## src/rtl/agendador_quadros_pkg.sv

```systemverilog
// Shared definitions for the frame-refresh scheduler: FSM encoding,
// frame geometry and the width constants used across the slice.
package agendador_quadros_pkg;

    typedef enum logic [1:0] {
        ST_WAIT_INIT = 2'd0,
        ST_IDLE      = 2'd1,
        ST_START     = 2'd2,
        ST_XFER      = 2'd3
    } state_t;

    localparam int unsigned BYTES_PER_FRAME = 1024;
    localparam int unsigned ESTADO_W        = 4;
    localparam int unsigned COUNT_W         = 16;

    // Width of the animation frame index; never narrower than one bit.
    function automatic int unsigned idx_width(input int unsigned n_frames);
        return (n_frames > 1) ? $clog2(n_frames) : 1;
    endfunction

endpackage

```

## src/rtl/agendador_quadros_if.sv

```systemverilog
// Bundle between the state controller / display path and the scheduler.
// The scheduler side is the master: it commands frames and image selection.
interface agendador_quadros_if #(
    parameter int unsigned FW = 1
);
    import agendador_quadros_pkg::*;

    logic [ESTADO_W-1:0] estado;
    logic                init_done;
    logic                frame_done;
    logic                frame_start;
    logic [ESTADO_W-1:0] estado_img;
    logic [FW-1:0]       frame_idx;
    logic                busy;
    logic [COUNT_W-1:0]  frame_count;
    logic                timeout_err;

    modport master (
        input  estado, init_done, frame_done,
        output frame_start, estado_img, frame_idx, busy, frame_count, timeout_err
    );

    modport slave (
        output estado, init_done, frame_done,
        input  frame_start, estado_img, frame_idx, busy, frame_count, timeout_err
    );

endinterface

```

## src/rtl/agendador_quadros_divisor_tick.sv

```systemverilog
// Free-running period divider: counts 0..TICK_CYCLES-1 and flags the last
// count. clr restarts the period from 0. Also used for attribute decay timing.
module divisor_tick #(
    parameter int unsigned TICK_CYCLES = 13_500_000
) (
    input  logic clk,
    input  logic rst_n,
    input  logic clr,
    output logic tick
);
    localparam int unsigned    CW   = (TICK_CYCLES > 1) ? $clog2(TICK_CYCLES) : 1;
    localparam logic [CW-1:0]  LAST = CW'(TICK_CYCLES - 1);

    logic [CW-1:0] cnt_q;

    // Period counter; wraps on its last count or restarts on clr.
    // NOTE: state registers use non-blocking assignments so every flop samples pre-edge values.
    always_ff @(posedge clk or negedge rst_n) begin
        if (!rst_n) begin
            cnt_q <= '0;
        end else if (clr || (cnt_q == LAST)) begin
            cnt_q <= '0;
        end else begin
            cnt_q <= cnt_q + 1'b1;
        end
    end

    assign tick = (cnt_q == LAST);

endmodule

```

## src/rtl/agendador_quadros.sv

```systemverilog
// Frame-refresh scheduler: decides when a full frame goes to the OLED (state
// change or animation tick), freezes the image selection for the whole
// transfer and guards the transfer with a watchdog.
module agendador_quadros
    import agendador_quadros_pkg::*;
#(
    parameter int unsigned TICK_CYCLES    = 13_500_000,
    parameter int unsigned N_FRAMES       = 2,
    parameter int unsigned TIMEOUT_CYCLES = 2_000_000
) (
    input  logic                 clk,
    input  logic                 rst_n,
    agendador_quadros_if.master  bus
);
    localparam int unsigned    FW       = idx_width(N_FRAMES);
    localparam int unsigned    WDW      = (TIMEOUT_CYCLES > 0) ? $clog2(TIMEOUT_CYCLES + 1) : 1;
    localparam logic [WDW-1:0] WD_LIMIT = WDW'(TIMEOUT_CYCLES);
    localparam logic [FW-1:0]  IDX_LAST = FW'(N_FRAMES - 1);

    state_t              state_q, state_d;
    logic                start_go, done_go, abort_go;
    logic                change, tick;
    logic [ESTADO_W-1:0] estado_q;
    logic                pend_state_q, pend_tick_q;
    logic [WDW-1:0]      wd_q;
    logic                frame_start_q, busy_q, timeout_err_q;
    logic [ESTADO_W-1:0] estado_img_q;
    logic [FW-1:0]       frame_idx_q;
    logic [COUNT_W-1:0]  frame_count_q;

    assign change = (bus.estado != estado_q);

    divisor_tick #(.TICK_CYCLES(TICK_CYCLES)) u_divisor_tick (
        .clk   (clk),
        .rst_n (rst_n),
        .clr   (change),
        .tick  (tick)
    );

    // FSM state register.
    always_ff @(posedge clk or negedge rst_n) begin
        if (!rst_n) state_q <= ST_WAIT_INIT;
        else        state_q <= state_d;
    end

    // Next-state decode plus one-cycle strobes for start, completion and abort.
    // NOTE: every signal gets a default first so no path leaves it unassigned (no latches).
    always_comb begin
        state_d  = state_q;
        start_go = 1'b0;
        done_go  = 1'b0;
        abort_go = 1'b0;
        case (state_q)
            ST_WAIT_INIT: begin
                if (bus.init_done) state_d = ST_IDLE;
            end
            ST_IDLE: begin
                if (!bus.init_done) begin
                    state_d = ST_WAIT_INIT;
                end else if (pend_state_q || pend_tick_q) begin
                    state_d  = ST_START;
                    start_go = 1'b1;
                end
            end
            ST_START: begin
                state_d = ST_XFER;
            end
            ST_XFER: begin
                // A completion in the same cycle as the limit wins: the frame did finish.
                if (bus.frame_done) begin
                    state_d = ST_IDLE;
                    done_go = 1'b1;
                end else if (wd_q == WD_LIMIT) begin
                    state_d  = ST_IDLE;
                    abort_go = 1'b1;
                end
            end
            default: state_d = ST_WAIT_INIT;
        endcase
    end

    // Change detection and pending-event flags; starting a frame consumes both flags.
    always_ff @(posedge clk or negedge rst_n) begin
        if (!rst_n) begin
            estado_q     <= '0;
            pend_state_q <= 1'b1;
            pend_tick_q  <= 1'b0;
        end else begin
            estado_q <= bus.estado;
            if (start_go) begin
                pend_state_q <= 1'b0;
                pend_tick_q  <= 1'b0;
            end else begin
                if (change || abort_go) pend_state_q <= 1'b1;
                if (tick)               pend_tick_q  <= 1'b1;
            end
        end
    end

    // Watchdog: counts cycles spent in XFER, starting at 0 on the first one.
    always_ff @(posedge clk or negedge rst_n) begin
        if (!rst_n)                                            wd_q <= '0;
        else if ((state_q == ST_XFER) && (state_d == ST_XFER)) wd_q <= wd_q + 1'b1;
        else                                                   wd_q <= '0;
    end

    // Registered outputs: handshake, latched image selection, counters and error.
    always_ff @(posedge clk or negedge rst_n) begin
        if (!rst_n) begin
            frame_start_q <= 1'b0;
            busy_q        <= 1'b0;
            estado_img_q  <= '0;
            frame_idx_q   <= '0;
            frame_count_q <= '0;
            timeout_err_q <= 1'b0;
        end else begin
            frame_start_q <= (state_d == ST_START);
            busy_q        <= (state_d == ST_START) || (state_d == ST_XFER);
            if (start_go) begin
                estado_img_q <= bus.estado;
                if (pend_state_q)               frame_idx_q <= '0;
                else if (frame_idx_q == IDX_LAST) frame_idx_q <= '0;
                else                            frame_idx_q <= frame_idx_q + 1'b1;
            end
            if (done_go)  frame_count_q <= frame_count_q + 1'b1;
            if (abort_go) timeout_err_q <= 1'b1;
        end
    end

    assign bus.frame_start = frame_start_q;
    assign bus.busy        = busy_q;
    assign bus.estado_img  = estado_img_q;
    assign bus.frame_idx   = frame_idx_q;
    assign bus.frame_count = frame_count_q;
    assign bus.timeout_err = timeout_err_q;

endmodule

```

## src/flat_wrapper.sv

```systemverilog
// flat-port wrapper written by rule: the top's interface ports become plain ports
module agendador_quadros_flat import agendador_quadros_pkg::*;
#(
    parameter int unsigned TICK_CYCLES    = 13_500_000,
    parameter int unsigned N_FRAMES       = 2,
    parameter int unsigned TIMEOUT_CYCLES = 2_000_000
)
  (clk, rst_n, bus_estado, bus_init_done, bus_frame_done, bus_frame_start, bus_estado_img, bus_frame_idx, bus_busy, bus_frame_count, bus_timeout_err);
  agendador_quadros_if bus_i ();
  input  logic clk;
  input  logic rst_n;
  input wire logic [$bits(bus_i.estado)-1:0] bus_estado;
  input wire logic [$bits(bus_i.init_done)-1:0] bus_init_done;
  input wire logic [$bits(bus_i.frame_done)-1:0] bus_frame_done;
  output wire logic [$bits(bus_i.frame_start)-1:0] bus_frame_start;
  output wire logic [$bits(bus_i.estado_img)-1:0] bus_estado_img;
  output wire logic [$bits(bus_i.frame_idx)-1:0] bus_frame_idx;
  output wire logic [$bits(bus_i.busy)-1:0] bus_busy;
  output wire logic [$bits(bus_i.frame_count)-1:0] bus_frame_count;
  output wire logic [$bits(bus_i.timeout_err)-1:0] bus_timeout_err;
  assign bus_i.estado = bus_estado;
  assign bus_i.init_done = bus_init_done;
  assign bus_i.frame_done = bus_frame_done;
  assign bus_frame_start = bus_i.frame_start;
  assign bus_estado_img = bus_i.estado_img;
  assign bus_frame_idx = bus_i.frame_idx;
  assign bus_busy = bus_i.busy;
  assign bus_frame_count = bus_i.frame_count;
  assign bus_timeout_err = bus_i.timeout_err;
  agendador_quadros #(.TICK_CYCLES(TICK_CYCLES), .N_FRAMES(N_FRAMES), .TIMEOUT_CYCLES(TIMEOUT_CYCLES)) u_core (.clk(clk), .rst_n(rst_n), .bus(bus_i));
endmodule
```

## config.mk

```make
export PLATFORM = sky130hd
export DESIGN_NAME = agendador_quadros_flat
export DESIGN_NICKNAME = d
export VERILOG_FILES = /design/src/rtl/agendador_quadros_pkg.sv /design/src/rtl/agendador_quadros_if.sv /design/src/rtl/agendador_quadros_divisor_tick.sv /design/src/rtl/agendador_quadros.sv /design/src/flat_wrapper.sv
export SDC_FILE = /design/constraint.sdc
export NUM_CORES = 1
export LEC_CHECK = 0
export ABC_AREA = 1
export CAP_MARGIN = 15
export CORE_MARGIN = 1.5
export CORE_UTILIZATION = 50
export DETAILED_ROUTE_END_ITERATION = 10
export PLACE_DENSITY = 0.7
export SETUP_SLACK_MARGIN = 0.1
export SLEW_MARGIN = 20
export SYNTH_ARGS = -nofsm -noshare
export SYNTH_HDL_FRONTEND = slang
export SYNTH_SLANG_ARGS = --single-unit
```

## constraint.sdc

```tcl
create_clock -name clk -period 2.3 [get_ports clk]
set_clock_uncertainty 0.2 [all_clocks]
set_input_delay 0.46 -clock clk [delete_from_list [all_inputs] [get_ports clk]]
set_output_delay 0.46 -clock clk [all_outputs]
set_load 0.02 [all_outputs]
```

==> metrics, run 1 <==
Worst Path Buf+Inv 1; Worst path depth 1; initial standard-cell utilization of the core 0.513; buffers inserted by post-CTS timing repair 0; first-pass GRT wire length 14.8 mm; layout overhead on the synthesized area 16.5%; path class of the lowest-slack min-delay path reg2reg; final RePlAce weighted congestion 0.901; CTS Buffer Depth 2; Post-Place Cells 696; clock slew at reported path FFs 80 ps; average cell area after synthesis 7.53 sq um; count of pins over their slew limit 0; synthesized netlist cell count roughly 560; Mapped Area 0.00419 sq mm; outcome complete, no violations; hold violation count in the final report 0; I/O pin total 32; register bit count reported by yosys 77; Unique masters post-synth 29; CP Launch Type register; Pre-Repair DR Iteration Count 4; Clock H-tree levels 3; final core area utilization 0.598; wirelength, routed 8.54 mm; die area 0.00894 sq mm; cell with the biggest individual delay on the critical path clkdlybuf4s50_1; Synth Warn # 0; share of post-route cells with drive strength above 1 0.0789; Std-Cell Core Area 0.00818 sq mm; transition time at the pin with the least slew margin 566 ps; FF-to-FF path depth 6; share of the cycle needed by the critical path after routing 0.926; Clk Tree Root Cell clkbuf_8; critical path class reg2out; cells traversed along the worst timing path clkdlybuf4s50_1; worst slew slack as a fraction of its limit 0.623; delay of the slowest critical-path stage 650 ps; Arr. time, crit path ~1500 ps; post-layout instance count excluding filler cells 713; die outline height 94.6 um; HPWL after DPL 6.42 mm; number of buffers inserted during clock tree synthesis 9; WHS Path Cells 2; required time at the endpoint of the critical path approximately 1600 ps; clock insertion delay at the later pin of the skew report 340 ps; drc violations 0; via/cell ratio 4.84; vias post-DR about 3500; average routed wire per standard cell 12.0 um; Final Worst Setup Slack ~170 ps; sequential fraction of the synthesis area 0.460; most common cell after layout, fill and taps aside nand2_1; most frequent cells in the layout 171 x nand2_1, 129 x nor2_1, 76 x dfrtp_1, 59 x inv_1, 30 x clkdlybuf4s50_1; number of filler instances in the final layout between 700 and 800; Sum Neg Setup Slack 0 ps; number of nets in the finished design 615; pin count of the biggest net entering global routing 45; buffers added on ports 31; placement-stage worst setup slack 161 ps; clock period minus final worst setup slack 2130 ps; leakage power total 0.00212 uW; power density over the cells 706 mW/mm^2; Post-Synthesis Net Count roughly 570; via count of the first global-routing pass around 3400; area fraction of the dominant cell type after synthesis 0.454; unrepaired setup endpoints after global routing no; GR Util All Layers 0.212; R2R Setup Slk 350 ps; cell type with the largest total area after synthesis dfrtp_1; setup-violating endpoint count in the final report 0; Iter 0 DRT Violations 195; kind of cell adding the most delay to the critical path buffers and inverters; Worst IR Drop VDD 0.000483 V; number of core rows 33; antenna violations before repair 0; max-capacitance violation count 0; Die W 94.6 um; Critical Path Fanout Max 5; Crit. End Element primary output; cell types with the largest area share after synthesis dfrtp_1 45%, nand2_1 15%, nor2_1 12%; CTS tree done; aggregate global routing overflow 0; Clock Sink Count 77; number of routed nets with antenna violations 0; Antenna Cells 0; highest attainable clock frequency between 400 and 500 MHz
==> registers in the layout, summed over array words and instances, names as in the netlist <==
signal	cells
u_core.bus.busy	1
u_core.bus.estado_img	4
u_core.bus.frame_count	16
u_core.bus.frame_idx	1
u_core.bus.frame_start	1
u_core.bus.timeout_err	1
u_core.estado_q	4
u_core.pend_state_q	1
u_core.pend_tick_q	1
u_core.state_q	2
u_core.u_divisor_tick.cnt_q	24
u_core.wd_q	21
==> synth_stat cells, drive strengths merged <==
library cell and number:
o21ai 6, o21bai 2, ha 4, nand2 176
and3 1, nand4 6, xor2 25, o21a 1
buf 4, dfstp 1, inv 63, nor2 137
a21oi 4, nand3b 5, nand3 31, dfrtp 76
xnor2 12, nor3 3
==> logic make-up (layout without fill, tap and decap cells) <==
| logic type | count (synthesis) | count (layout) | share of synthesized area |
|---|---|---|---|
| AO/OA/AOI/OAI | 13 | 13 | 0.0173 |
| XOR/XNOR | 37 | 37 | 0.0773 |
| adder cells (fa/ha/maj) | 4 | 4 | 0.0119 |
| buffers and inverters | 67 | 118 | 0.0662 |
| flip-flops | 77 | 77 | 0.460 |
| AND/OR/NAND/NOR | 359 | 359 | 0.367 |
==> final timing paths <==
check / start / end
worst min register to register: u_core.bus.estado_img[3] / u_core.bus.estado_img[3]
min in group asynchronous: rst_n / u_core.u_divisor_tick.cnt_q[15]
max in group asynchronous: rst_n / u_core.bus.frame_count[0]
worst max register to register: u_core.u_divisor_tick.cnt_q[0] / u_core.u_divisor_tick.cnt_q[19]
worst max-delay path: u_core.bus.frame_count[2] / bus_frame_count[2]
worst min-delay path: u_core.bus.estado_img[3] / u_core.bus.estado_img[3]
==> layout make-up <==
cell class | count | area, sq um | area share
tap | 105 | 131 | 0.0269
sequential | 77 | 1930 | 0.395
clock inverter | 6 | 87.6 | 0.0179
clock buffer | 10 | 128 | 0.0261
timing repair buffer | 39 | 383 | 0.0784
multi-input combinational | 413 | 1990 | 0.408
inverter | 63 | 236 | 0.0484
==> report_power, final <==
part	leakage (uW)	total [uW]	switching, uW	internal [uW]
Clock	0.000111	1100	490	613
Sequential	0.00103	1600	115	1490
Combinational	0.000987	746	431	316
Total	0.00212	3450	1040	2410
==> per-stage QoR <==
step / hold WS (ps) / power (uW) / instance area (sq um)
final: 293 / 3450 / 4890
after global routing: 327 / 3650 / 4890
after CTS: 296 / 3500 / 4880
after detailed placement: 269 / 2380 / 4660
after global placement: 265 / 2370 / 4660
after floorplan: -35.6 / 2030 / 4190
==> what timing repair did <==
item	4_1_cts	5_1_grt
gates resized for setup	0	1
hold buffers	1	0
hold endpoints to repair	39	0
endpoints found under the setup margin	0	1
==> routing by layer <==
metal	routed length (um)	share of wire	track usage
met5	0	0	0
met4	122	0.014	0.0896
met3	297	0.035	0.0314
met2	4120	0.48	0.348
met1	4000	0.47	0.278
(Power assumes the default switching activity.)
==> inputs of run 2 (changes only) <==
GPL_ROUTABILITY_DRIVEN = 0   (was default)
SETUP_SLACK_MARGIN = default   (was 0.1)
==> run 2 against run 1 <==
Effect of this change:
- non-clock buffer count decreased by 2
- final cell count decreased by 0.42%
- core utilization decreased by 0.26 points
- total power increased by 0.33%
- sequential share of layout area increased by 0.17 points
- fmax decreased by 3.6%
- final area decreased by 0.44%
- routed wire length increased by 0.63%
- via count decreased by 1.7%
- sequential power about the same
- critical endpoint is now bus_frame_count[3]
==> metrics, run 2 (synthesized netlist as in run 1, its figures left out) <==
outcome complete, no violations; register ranked first by flip-flop count u_core.u_divisor_tick.cnt_q; aggregate global routing overflow 0; required time at the endpoint of the critical path 1640 ps; most frequent cells in the layout 171 x nand2_1, 129 x nor2_1, 76 x dfrtp_1, 59 x inv_1, 30 x clkdlybuf4s50_1; unrepaired setup endpoints after global routing no; number of flip-flops in the largest register 24; Worst Path Buf+Inv 1; final core area utilization 0.595; Crit. End Element primary output; CTS tree done; CP Launch Type register; die outline height 94.6 um; layout overhead on the synthesized area 16.0%; worst slew slack as a fraction of its limit 0.696; CTS Buffer Depth 2; Std-Cell Core Area 0.00818 sq mm; HPWL after DPL 6.40 mm; Resized cells post-CTS 0; Antenna Cells 0; path class of the lowest-slack min-delay path reg2reg; average routed wire per standard cell between 10 and 15 um; number of nets in the finished design 613; transition time at the pin with the least slew margin 456 ps; leakage power total 0.00211 uW; number of core rows 33; antenna violations before repair 0; die area 0.00894 sq mm; Worst IR Drop VDD 0.000560 V; Sum Neg Setup Slack 0 ps; Pre-Repair DR Iteration Count 4; Clock H-tree levels 3; setup-violating endpoint count in the final report 0; via/cell ratio 4.78; number of buffers inserted during clock tree synthesis 9; via count of the first global-routing pass 3405; GR Util All Layers 0.219; Critical Path Fanout Max 6; clock insertion delay at the later pin of the skew report 350 ps; cells traversed along the worst timing path clkdlybuf4s50_1; cell with the biggest individual delay on the critical path clkdlybuf4s50_1; number of routed nets with antenna violations 0; Iter 0 DRT Violations around 130; critical path class reg2out; first-pass GRT wire length approximately 15 mm; I/O pin total 32; kind of cell adding the most delay to the critical path buffers and inverters; share of post-route cells with drive strength above 1 0.0744; share of the cycle needed by the critical path after routing 0.960; Arr. time, crit path 1550 ps; clock slew at reported path FFs 70 ps; power density over the cells 711 mW/mm^2; hold violation count in the final report 0; Clk Tree Root Cell clkbuf_8; max-capacitance violation count 0; pin count of the biggest net entering global routing 47; buffers added on ports 31; clock period minus final worst setup slack 2210 ps; Clock Sink Count between 70 and 80; initial standard-cell utilization of the core 0.513; most common cell after layout, fill and taps aside nand2_1; Die W between 90 and 100 um; wirelength, routed about 8.6 mm; count of pins over their slew limit 0; vias post-DR about 3400; highest attainable clock frequency 453 MHz; delay of the slowest critical-path stage roughly 670 ps; drc violations 0
run 2: changes by cell type in the layout (fill, tap and decap cells not counted):
cell        previous run  this run
buf_4                  7         5
clkbuf_8               9        10
clkinv_4               1         0
nand2_4                1         0
clkinvlp_4             0         1
clkinv_2               2         1
inv_6                  1         0
nand2_2                4         5
run 2: metal layers:
| metal | vias to the layer above | share of wire | GRT usage |
|---|---|---|---|
| li1 | 1781 | - | - |
| met1 | 1554 | 0.48 | 0.282 |
| met2 | 43 | 0.47 | 0.368 |
| met3 | 15 | 0.024 | 0.0338 |
| met4 | 0 | 0.022 | 0.0920 |
| met5 | - | 0 | 0 |
run 2: final cells by class:
type / count / area (sq um)
Fill cell: 742 / 3310
Inverter: 63 / 236
Clock buffer: 11 / 141
Multi-Input combinational cell: 413 / 1990
Timing Repair Buffer: 37 / 368
Sequential cell: 77 / 1930
Clock inverter: 4 / 72.6
Tap cell: 105 / 131
run 2: repair_timing:
action / 4_1_cts / 5_1_grt
setup buffers: 0 / 0
hold buffers: 1 / 0
hold endpoints to repair: 31 / 0
setup endpoints to repair: 0 / 0
run 2: worst register-to-register path, cell delays in order, from the launching register on:
cell and delay (ps):
dfrtp_1 470, ha_1 330, nand3_2 170, nor2_1 130, nand3_1 150, nand2_2 380
nor2_1 130
run 2: where the power goes:
group | leakage, uW | switching, uW | internal [uW]
clock | 0.000105 | 493 | 633
sequential | 0.00103 | 128 | 1490
combinational | 0.000975 | 416 | 305
run 2: worst paths after layout:
check	startpoint	cells past startpoint	slack [ps]	to
setup / recovery	u_core.bus.frame_count[3]	1	90	bus_frame_count[3]
hold reg to reg	u_core.bus.estado_img[0]	2	290	u_core.bus.estado_img[0]
hold / removal	u_core.bus.estado_img[0]	2	290	u_core.bus.estado_img[0]
max in group asynchronous	rst_n	3	860	u_core.pend_state_q
min in group asynchronous	rst_n	2	400	u_core.wd_q[18]
setup reg to reg	u_core.u_divisor_tick.cnt_q[0]	6	220	u_core.u_divisor_tick.cnt_q[20]
run 2: metrics by stage:
step / cell area (sq um) / power [uW] / std cells / hold slack, ps / worst slack [ps]
3_3_place_gp: 4640 / 2350 / 694 / 238 / 183
6_report: 4860 / 3460 / 710 / 285 / 92.6
2_1_floorplan: 4190 / 2030 / 557 / -35.6 / 655
5_1_grt: 4860 / 3650 / 710 / 318 / 26.6
4_1_cts: 4860 / 3510 / 710 / 291 / 70.8
3_5_place_dp: 4640 / 2370 / 694 / 248 / 135
==> inputs of run 3 (changes only) <==
CAP_MARGIN = default   (was 15)
==> results of run 3 <==
Same layout as run 2: the final DEF is identical, and so are final timing and power.
